File: src/rtl/arith_pckg.sv
// Shared fixed-point arithmetic definitions for the systolic-array datapath.
// Provides default operand/fraction widths, saturation limits, an operand
// bundle type and the rescale-and-saturate helper used after the multiply.
package arith_pckg;

  localparam int unsigned C_OP_WDT   = 16;
  localparam int unsigned C_FRAC_WDT = 8;

  localparam logic [C_OP_WDT-1:0] C_OP_MAX = {1'b0, {(C_OP_WDT-1){1'b1}}};
  localparam logic [C_OP_WDT-1:0] C_OP_MIN = {1'b1, {(C_OP_WDT-1){1'b0}}};

  typedef struct packed {
    logic [C_OP_WDT-1:0] data;
    logic                val;
  } op_t;

  // Arithmetic right shift by frac (floor, no rounding), then clamp to the
  // signed range of a wdt-bit result. Valid for wdt <= 31 so the full
  // product fits in 64 bits; the caller keeps the low wdt bits.
  function automatic logic signed [63:0] rescale_sat(input logic signed [63:0] p,
                                                     input int unsigned       frac,
                                                     input int unsigned       wdt);
    logic signed [63:0] r;
    logic signed [63:0] max_v;
    logic signed [63:0] min_v;
    r     = p >>> frac;
    max_v = (64'sd1 <<< (wdt - 1)) - 64'sd1;
    min_v = -(64'sd1 <<< (wdt - 1));
    if (r > max_v) begin
      return max_v;
    end else if (r < min_v) begin
      return min_v;
    end
    return r;
  endfunction

endpackage

File: src/rtl/del_chain.sv
// Generic clock-enabled shift-register delay line.
// Ports:
//   clk, rst_n   - clock, asynchronous active-low reset (clears all stages)
//   clk_en       - global enable; every stage holds when low
//   in_word      - word entering the chain
//   in_word_del  - word delayed by DEL_CYC_LEN enabled cycles
// DEL_CYC_LEN = 0 is a plain wire with no registers.
module del_chain #(
  parameter int unsigned IN_WORD_WDT = 8,
  parameter int unsigned DEL_CYC_LEN = 1
) (
  input  logic                   clk,
  input  logic                   rst_n,
  input  logic                   clk_en,
  input  logic [IN_WORD_WDT-1:0] in_word,
  output logic [IN_WORD_WDT-1:0] in_word_del
);

  if (DEL_CYC_LEN == 0) begin : g_bypass
    assign in_word_del = in_word;
  end else begin : g_regs
    logic [IN_WORD_WDT-1:0] stage_q [DEL_CYC_LEN];

    always_ff @(posedge clk or negedge rst_n) begin
      if (!rst_n) begin
        for (int i = 0; i < int'(DEL_CYC_LEN); i++) begin
          stage_q[i] <= '0;
        end
      end else if (clk_en) begin
        stage_q[0] <= in_word;
        for (int i = 1; i < int'(DEL_CYC_LEN); i++) begin
          stage_q[i] <= stage_q[i-1];
        end
      end
    end

    assign in_word_del = stage_q[DEL_CYC_LEN-1];
  end

endmodule

File: src/rtl/mult_del_pipe.sv
// Pipelined signed fixed-point multiplier cell for the systolic array.
// Operands are gated by their valid flags, delayed, registered into the
// multiplier, multiplied, rescaled, saturated and registered out.
// Ports:
//   clk, rst_n          - clock, asynchronous active-low reset
//   clk_en              - global enable (only flow control, no backpressure)
//   op_a, op_a_val      - stationary operand and its valid
//   op_b, op_b_val      - moving operand and its valid
//   mult_res            - rescaled, saturated product (0 when not valid)
//   mult_res_val        - result valid
// Latency is DEL_CYC_LEN + MULT_IN_CYC_LEN + MULT_OUT_CYC_LEN enabled edges.
// MULT_IN_CYC_LEN and MULT_OUT_CYC_LEN must be >= 1; OP_WDT must be <= 31.
module mult_del_pipe
  import arith_pckg::*;
#(
  parameter int unsigned OP_WDT           = C_OP_WDT,
  parameter int unsigned FRAC_WDT         = C_FRAC_WDT,
  parameter int unsigned DEL_CYC_LEN      = 1,
  parameter int unsigned MULT_IN_CYC_LEN  = 1,
  parameter int unsigned MULT_OUT_CYC_LEN = 1
) (
  input  logic              clk,
  input  logic              rst_n,
  input  logic              clk_en,
  input  logic [OP_WDT-1:0] op_a,
  input  logic              op_a_val,
  input  logic [OP_WDT-1:0] op_b,
  input  logic              op_b_val,
  output logic [OP_WDT-1:0] mult_res,
  output logic              mult_res_val
);

  localparam int unsigned BundleWdt = 2 * (OP_WDT + 1);

  logic [OP_WDT-1:0]    a_gated;
  logic [OP_WDT-1:0]    b_gated;
  logic [BundleWdt-1:0] opnd_in;
  logic [BundleWdt-1:0] opnd_del;
  logic [BundleWdt-1:0] opnd_mult;

  // Invalid operands enter the pipe as zero so nothing stale leaks through.
  assign a_gated = op_a_val ? op_a : '0;
  assign b_gated = op_b_val ? op_b : '0;
  assign opnd_in = {op_a_val, a_gated, op_b_val, b_gated};

  del_chain #(
    .IN_WORD_WDT(BundleWdt),
    .DEL_CYC_LEN(DEL_CYC_LEN)
  ) u_opnd_del (
    .clk        (clk),
    .rst_n      (rst_n),
    .clk_en     (clk_en),
    .in_word    (opnd_in),
    .in_word_del(opnd_del)
  );

  del_chain #(
    .IN_WORD_WDT(BundleWdt),
    .DEL_CYC_LEN(MULT_IN_CYC_LEN)
  ) u_mult_in (
    .clk        (clk),
    .rst_n      (rst_n),
    .clk_en     (clk_en),
    .in_word    (opnd_del),
    .in_word_del(opnd_mult)
  );

  logic              mult_a_val;
  logic              mult_b_val;
  logic [OP_WDT-1:0] mult_a;
  logic [OP_WDT-1:0] mult_b;

  assign mult_a_val = opnd_mult[BundleWdt-1];
  assign mult_a     = opnd_mult[BundleWdt-2 -: OP_WDT];
  assign mult_b_val = opnd_mult[OP_WDT];
  assign mult_b     = opnd_mult[OP_WDT-1:0];

  logic signed [63:0] a_ext;
  logic signed [63:0] b_ext;
  logic signed [63:0] prod;
  logic               res_val;
  logic [OP_WDT-1:0]  res_sat;
  logic [OP_WDT:0]    res_word;
  logic [OP_WDT:0]    res_word_del;

  // Combinational multiply and saturation between input and output stages.
  assign a_ext    = 64'($signed(mult_a));
  assign b_ext    = 64'($signed(mult_b));
  assign prod     = a_ext * b_ext;
  assign res_val  = mult_a_val & mult_b_val;
  assign res_sat  = OP_WDT'(rescale_sat(prod, FRAC_WDT, OP_WDT));
  assign res_word = res_val ? {1'b1, res_sat} : '0;

  del_chain #(
    .IN_WORD_WDT(OP_WDT + 1),
    .DEL_CYC_LEN(MULT_OUT_CYC_LEN)
  ) u_mult_out (
    .clk        (clk),
    .rst_n      (rst_n),
    .clk_en     (clk_en),
    .in_word    (res_word),
    .in_word_del(res_word_del)
  );

  assign mult_res_val = res_word_del[OP_WDT];
  assign mult_res     = res_word_del[OP_WDT-1:0];

endmodule

File: config.mk
export PLATFORM = sky130hd
export DESIGN_NAME = mult_del_pipe
export DESIGN_NICKNAME = d
export VERILOG_FILES = /design/src/rtl/arith_pckg.sv /design/src/rtl/del_chain.sv /design/src/rtl/mult_del_pipe.sv
export SDC_FILE = /design/constraint.sdc
export NUM_CORES = 1
export LEC_CHECK = 0
export CORE_ASPECT_RATIO = 1.25
export CORE_UTILIZATION = 55
export DETAILED_ROUTE_END_ITERATION = 6
export DONT_BUFFER_PORTS = 1
export HOLD_SLACK_MARGIN = 0.15
export PLACE_DENSITY = 0.75
export SLEW_MARGIN = 20
export SYNTH_ARGS = -nofsm -noshare
export SYNTH_HDL_FRONTEND = slang
export SYNTH_SLANG_ARGS = --single-unit
File: constraint.sdc
create_clock -name clk -period 10.6 [get_ports clk]
set_clock_uncertainty 0.2 [all_clocks]
set_input_delay 1.59 -clock clk [delete_from_list [all_inputs] [get_ports clk]]
set_output_delay 1.59 -clock clk [all_outputs]
set_load 0.01 [all_outputs]
=== Yosys cells after proc, flatten, opt, wreduce, memory -nomap -nowiden ===
Cells that the tools add are included.

* Output and inout bits: 17
* Logic and storage cells: 15
* Input bits: 37
* Register bits after elaboration: 85

* Mux-type cells: 8
* Magnitude comparators: 2
* Multipliers: 1
* Bitwise logic cells: 1

{| class="wikitable"
|+ Operators by type and width
! operator !! number
|-
| $mux W16 || 5
|-
| $mul A16 B16 Y32 || 1
|-
| $gt A24 B16 Y1 const B || 1
|-
| $lt A24 B16 Y1 const B || 1
|-
| $mux W17 || 1
|-
| $mux W1 || 2
|-
| $and A1 B1 Y1 || 1
|}

=== Depth between registers and ports, before layout ===
* Word-level depth: 6
* Gate-level depth with buffers: 26
* Gate-level depth less buffers: 23

=== Cells and area by module ===
A second synthesis with hierarchy kept.

* Cell total of the unflattened synthesis: 1,348
* Area, all modules: 13,803.2 sq um

{| class="wikitable"
|+ By module, submodules not included
! module !! area each (sq um) !! sequential area each (sq um) !! times used !! cells an instance
|-
| mult_del_pipe || 10,282.4 || 0.0 || 1 || 1,168
|-
| del_chain (u_mult_in ...) || 1,417.6 || 850.8 || 2 || 72
|-
| del_chain (u_mult_out) || 685.7 || 425.4 || 1 || 36
|}

=== Least setup slack after synthesis ===
OpenSTA, ideal clock, no wires.

* Path type: reg-to-reg
* Start: reg u_mult_in.g_regs.stage_q (netlist bit u_mult_in.in_word_del[32])
* End: reg u_mult_out.g_regs.stage_q (netlist bit u_mult_out.in_word_del[8])
* Library setup time: 0.126 ns
* Cell stages (with the launch flop): 24
* Buffers on the path: 2
* Slack: 3.635 ns
* Period minus slack after synthesis: 6.965 ns
* Data arrival time: 6.639 ns
* Required time: 10.274 ns
* Path through: dfrtp_1 clkbuf_1 nand2_1 fa_1 inv_1 fa_1 inv_1 fa_1 fa_1 inv_1 fa_1 inv_1 fa_1 inv_1 ha_1 nand2_1 or4_1 o2bb2ai_2 mux2i_1 nand2_1 nor4_1 a211oi_2 buf_6 a221o_1

* Word-level cells in the longest chain between the ends: 6
* Elaborated cells on any way between the ends: 8
* Classes of those cells: 1 x mul; 2 x order compare; 5 x mux

{| class="wikitable"
|+ Ends and longest elaborated chain
! element !! RTL line !! text
|-
| start: declaration || del_chain.sv:22 || <nowiki>logic [IN_WORD_WDT-1:0] stage_q [DEL_CYC_LEN];</nowiki>
|-
| start signal: indexed assignment || del_chain.sv:32 || <nowiki>stage_q[i] <= stage_q[i-1];</nowiki>
|-
| $mul A16 B16 Y32 (*) || mult_del_pipe.sv:89 || <nowiki>assign prod = a_ext * b_ext;</nowiki>
|-
| $lt A24 B16 Y1 || arith_pckg.sv:31 || <nowiki>end else if (r < min_v) begin</nowiki>
|-
| $mux W1 || arith_pckg.sv:31 ||
|-
| $mux W1 || arith_pckg.sv:29 || <nowiki>if (r > max_v) begin</nowiki>
|-
| $mux W16 (*) || arith_pckg.sv:34 || <nowiki>return r;</nowiki>
|-
| $mux W17 (*) || mult_del_pipe.sv:92 || <nowiki>assign res_word = res_val ? {1'b1, res_sat} : '0;</nowiki>
|-
| end signal: indexed assignment || del_chain.sv:32 ||
|-
| end: declaration || del_chain.sv:22 ||
|}

Every way passes the cells marked *; elsewhere a longest branch is shown, timed or not.
A chain may end at the register's enable or synchronous reset.

=== Worst setup path after layout ===
* Start: reg u_mult_in.g_regs.stage_q (netlist bit u_mult_in.in_word_del[32])
* End: reg u_mult_out.g_regs.stage_q (netlist bit u_mult_out.in_word_del[3])

Same word-level chain as after synthesis.

==> flow_summary_export.csv <==
group,metric,value,unit
finish,drive_above_1_share,4.825,%
placement,hpwl,23.29,mm
flow_run,cap_violations,0,
drt,via_per_inst,5.470,
drt,top_layer,"met4",
synthesis,yosysMostFrequentCell,"inv_1",
timing,grt_setup_unrepaired,"false",
timing,finalHoldViolations,0,
timing,worst_slack,2815,ps
timing,fin_crit_sh,73.44,%
finish,design_area,13810,um2
synthesis,synthFlopType,"dfrtp_1",
synthesis,yosysSeqAreaShare,15.91,%
floorplan,dieWidth,141.5,um
worst_setup_path,cp-startpoint,"u_mult_in.in_word_del[32]",
synthesis,synth_commonest_cells,"354 x inv_1, 261 x fa_1, 148 x nand2_1",
worst_setup_path,cp_num_buf_inv,4,
clock_network,post-cts-setup-buffers,0,
drt,wl,29.17,mm
floorplan,coreArea,23810,um2
placement,pre_cts_slack,2960,ps
drt,ant_nets,0,
synthesis,synth_area,13370,um2
timing,maxSlewHeadroom,35.39,%
floorplan,start_util,56.18,%
worst_setup_path,reg2regPathDepth,21,
pwr,design_power_total,3.073,mW
pwr,power.leakage,7.014,nW
global_routing,antenna_found_initial,0,
synthesis,ys_ff_latch,85,
timing,fmax,128.5,MHz
worst_setup_path,crit_path_end_kind,"flop",
synthesis,postSynthCellCount,1411,
synthesis,synth_top_cell_by_area,"fa_1",
global_routing,grt_first_pass_wirelength,49.89,mm
clock_network,clk_path_buf_depth,2,
worst_setup_path,worstSetupPathDepth,21,
worst_setup_path,r2r_start,"u_mult_in.in_word_del[32]",
finish,syn2layout_area_growth,3.293,%
drt,dr_wl_met3,734,um
synthesis,synth_area_per_cell,9.478,um2
timing,period_needed,7785,ps
synthesis,synth_top_area_share,39.07,%
timing,whs,310.8,ps
clock_network,cts-root-buf,"clkbuf_16",
worst_setup_path,cp.required,10690,ps
finish,diodes,0,
synthesis,ys_types,56,
drt,routedWlPerCell,17.23,um
placement,place_area,13500,um2
worst_setup_path,path_delay_family,"adder cells",
global_routing,first_global_vias,10380,
floorplan,rows,63,
worst_setup_path,start_kind,"flop",
synthesis,ys_warn_count,0,
timing,worstMarginPinSlew,967.4,ps
floorplan,die_area,24950,um2
global_routing,grt_usage,25.94,%
clock_network,cts_hold_buf,0,
hold_path,hp-start,"u_opnd_del.in_word_del[22]",
drt,first_pass_iters,7,
synthesis,synth_edf_count,0,
drt,first_iter_violations,601,
worst_setup_path,crit_path_max_incr_delay,860,ps
timing,setup_viol,0,
clock_network,clock_sinks,85,
floorplan,pin_count,54,
pwr,ir_drop,0.1913,mV
synthesis,synth-async-reset-ratio,100.0,%
floorplan,die_h,176.3,um
timing,fin_setup_tns,0,ps
clock_network,cts_tree,"done",
drt,m1WireLength,10.67,mm
placement,gp_congestion,0.8879,
timing,slew_viol_final,0,
global_routing,grt_start_max_net_pins,105,
global_routing,grt-ovfl-total,0,
worst_setup_path,crit_top_cell,"fa_1",
drt,via_count,9260,
drt,drc_errors,1,
status,status,"complete, but fails checks",
worst_setup_path,slowest_stage,"fa_1",
hold_path,whs_path_depth,1,
worst_setup_path,path_class,"flop to flop",
worst_setup_path,crit_arrival,7870,ps
clock_network,path_clk_slew,90,ps
status,violations,"design-rule violations",
hold_path,min_path_type,"flop to flop",
clock_network,htree_num_levels,3,
pwr,power.density,222.5,nW/um2
finish,final_nets,1740,
clock_network,cts_made_buffers,9,
worst_setup_path,cp_cell_sequence,"and2_1 -> inv_1 -> fa_1 -> inv_1 -> fa_1 -> fa_1 -> fa_1 -> fa_1 -> inv_1 -> fa_1 -> inv_1 -> ha_1 -> a21oi_1 -> o21ai_0 -> nor2_1 -> nand4_1 -> nand2_1 -> o2111ai_1 -> xnor2_1 -> a211oi_2 -> a221o_2",
placement,io_buffers,0,
drt,wl_met2,16.11,mm
clock_network,clk_latency,370,ps
synthesis,synth.area.top_cells,"fa_1 39%, dfrtp_1 16%, inv_1 9.9%, ha_1 7.4%, and2_1 5.4%",
worst_setup_path,cp_max_fo,17,
synthesis,synth_nets,1788,
clock_network,cts_resized,0,
==> per-layer routing <==
layer	up-vias	track usage, %
li1	4149	-
met5	-	0
met1	4804	28.84
met4	0	15.41
met3	86	2.007
met2	221	48.39
==> registers in the layout (all words and copies together) (netlist names) <==
| register | flops |
|---|---|
| u_mult_out.in_word_del | 17 |
| u_mult_in.in_word_del | 34 |
| u_opnd_del.in_word_del | 34 |
==> per-stage QoR <==
step	cells	util, %
2_1_floorplan	1411	-
3_3_place_gp	1677	56.73
3_5_place_dp	1677	56.73
4_1_cts	1693	58.03
5_1_grt	1693	58.03
6_report	1693	58.03
==> logic make-up after synthesis <==
logic type      share of synthesized area [%]
simple gates                            13.54
fa+ha+maj                               46.46
flops                                   15.91
compound gates                          6.970
buf+inv                                 11.99
mux                                     3.097
xor+xnor                                2.030
==> cell type report <==
type	instances	area [um2]
well taps	325	406.6
clock buffers	9	225.2
fillers	2085	9992
multi-input cells	913	9642
clock inverters	7	83.83
inverters	354	1329
flip-flops and latches	85	2127
==> worst reg2reg max path: stages (launching register included) <==
cell       delay [ps]
dfrtp_1           710
and2_1            250
inv_1              70
fa_1              510
inv_1             140
fa_1              860
fa_1              530
fa_1              510
fa_1              490
inv_1              50
fa_1              480
inv_1              40
ha_1              320
a21oi_1           300
o21ai_0           150
nor2_1            130
nand4_1           290
nand2_1           170
o2111ai_1         150
xnor2_1           260
a211oi_2          860
a221o_2           230
==> final timing paths <==
kind,endpoint,slack (ps)
max,u_mult_out.in_word_del[3],2810
min,u_mult_in.in_word_del[22],310
max reg2reg,u_mult_out.in_word_del[3],2810
min reg2reg,u_mult_in.in_word_del[22],310
max in group asynchronous,u_mult_out.in_word_del[4],9310
min in group asynchronous,u_mult_in.in_word_del[32],710
==> report_power, final <==
group | switching, mW | internal [mW] | total (mW)
logic | 1.34 | 0.923 | 2.26
registers | 0.106 | 0.370 | 0.476
clock network | 0.168 | 0.170 | 0.338
==> cell usage in the layout (no fill, tap or decap), types with 4 or more instances in the layout <==
| cell | netlist | routed |
|---|---|---|
| fa_1 | 261 | 261 |
| ha_1 | 79 | 79 |
| xor2_1 | 8 | 8 |
| o31ai_1 | 4 | 4 |
| nor2b_1 | 4 | 4 |
| mux2_2 | 35 | 35 |
| o21ai_0 | 52 | 52 |
| a21o_1 | 4 | 4 |
| a221o_1 | 11 | 11 |
| dfrtp_1 | 85 | 85 |
| a221o_2 | 4 | 4 |
| and2_1 | 116 | 116 |
| nand2_1 | 148 | 148 |
| nand4_1 | 8 | 8 |
| a211oi_1 | 7 | 7 |
| inv_1 | 354 | 354 |
| a21boi_0 | 4 | 4 |
| nand3_1 | 41 | 41 |
| nand2b_1 | 6 | 6 |
| xnor2_1 | 23 | 23 |
| nor2_1 | 26 | 26 |
| a21oi_1 | 30 | 30 |
| clkbuf_16 | 0 | 9 |
Power figures use the tool's default switching activity.
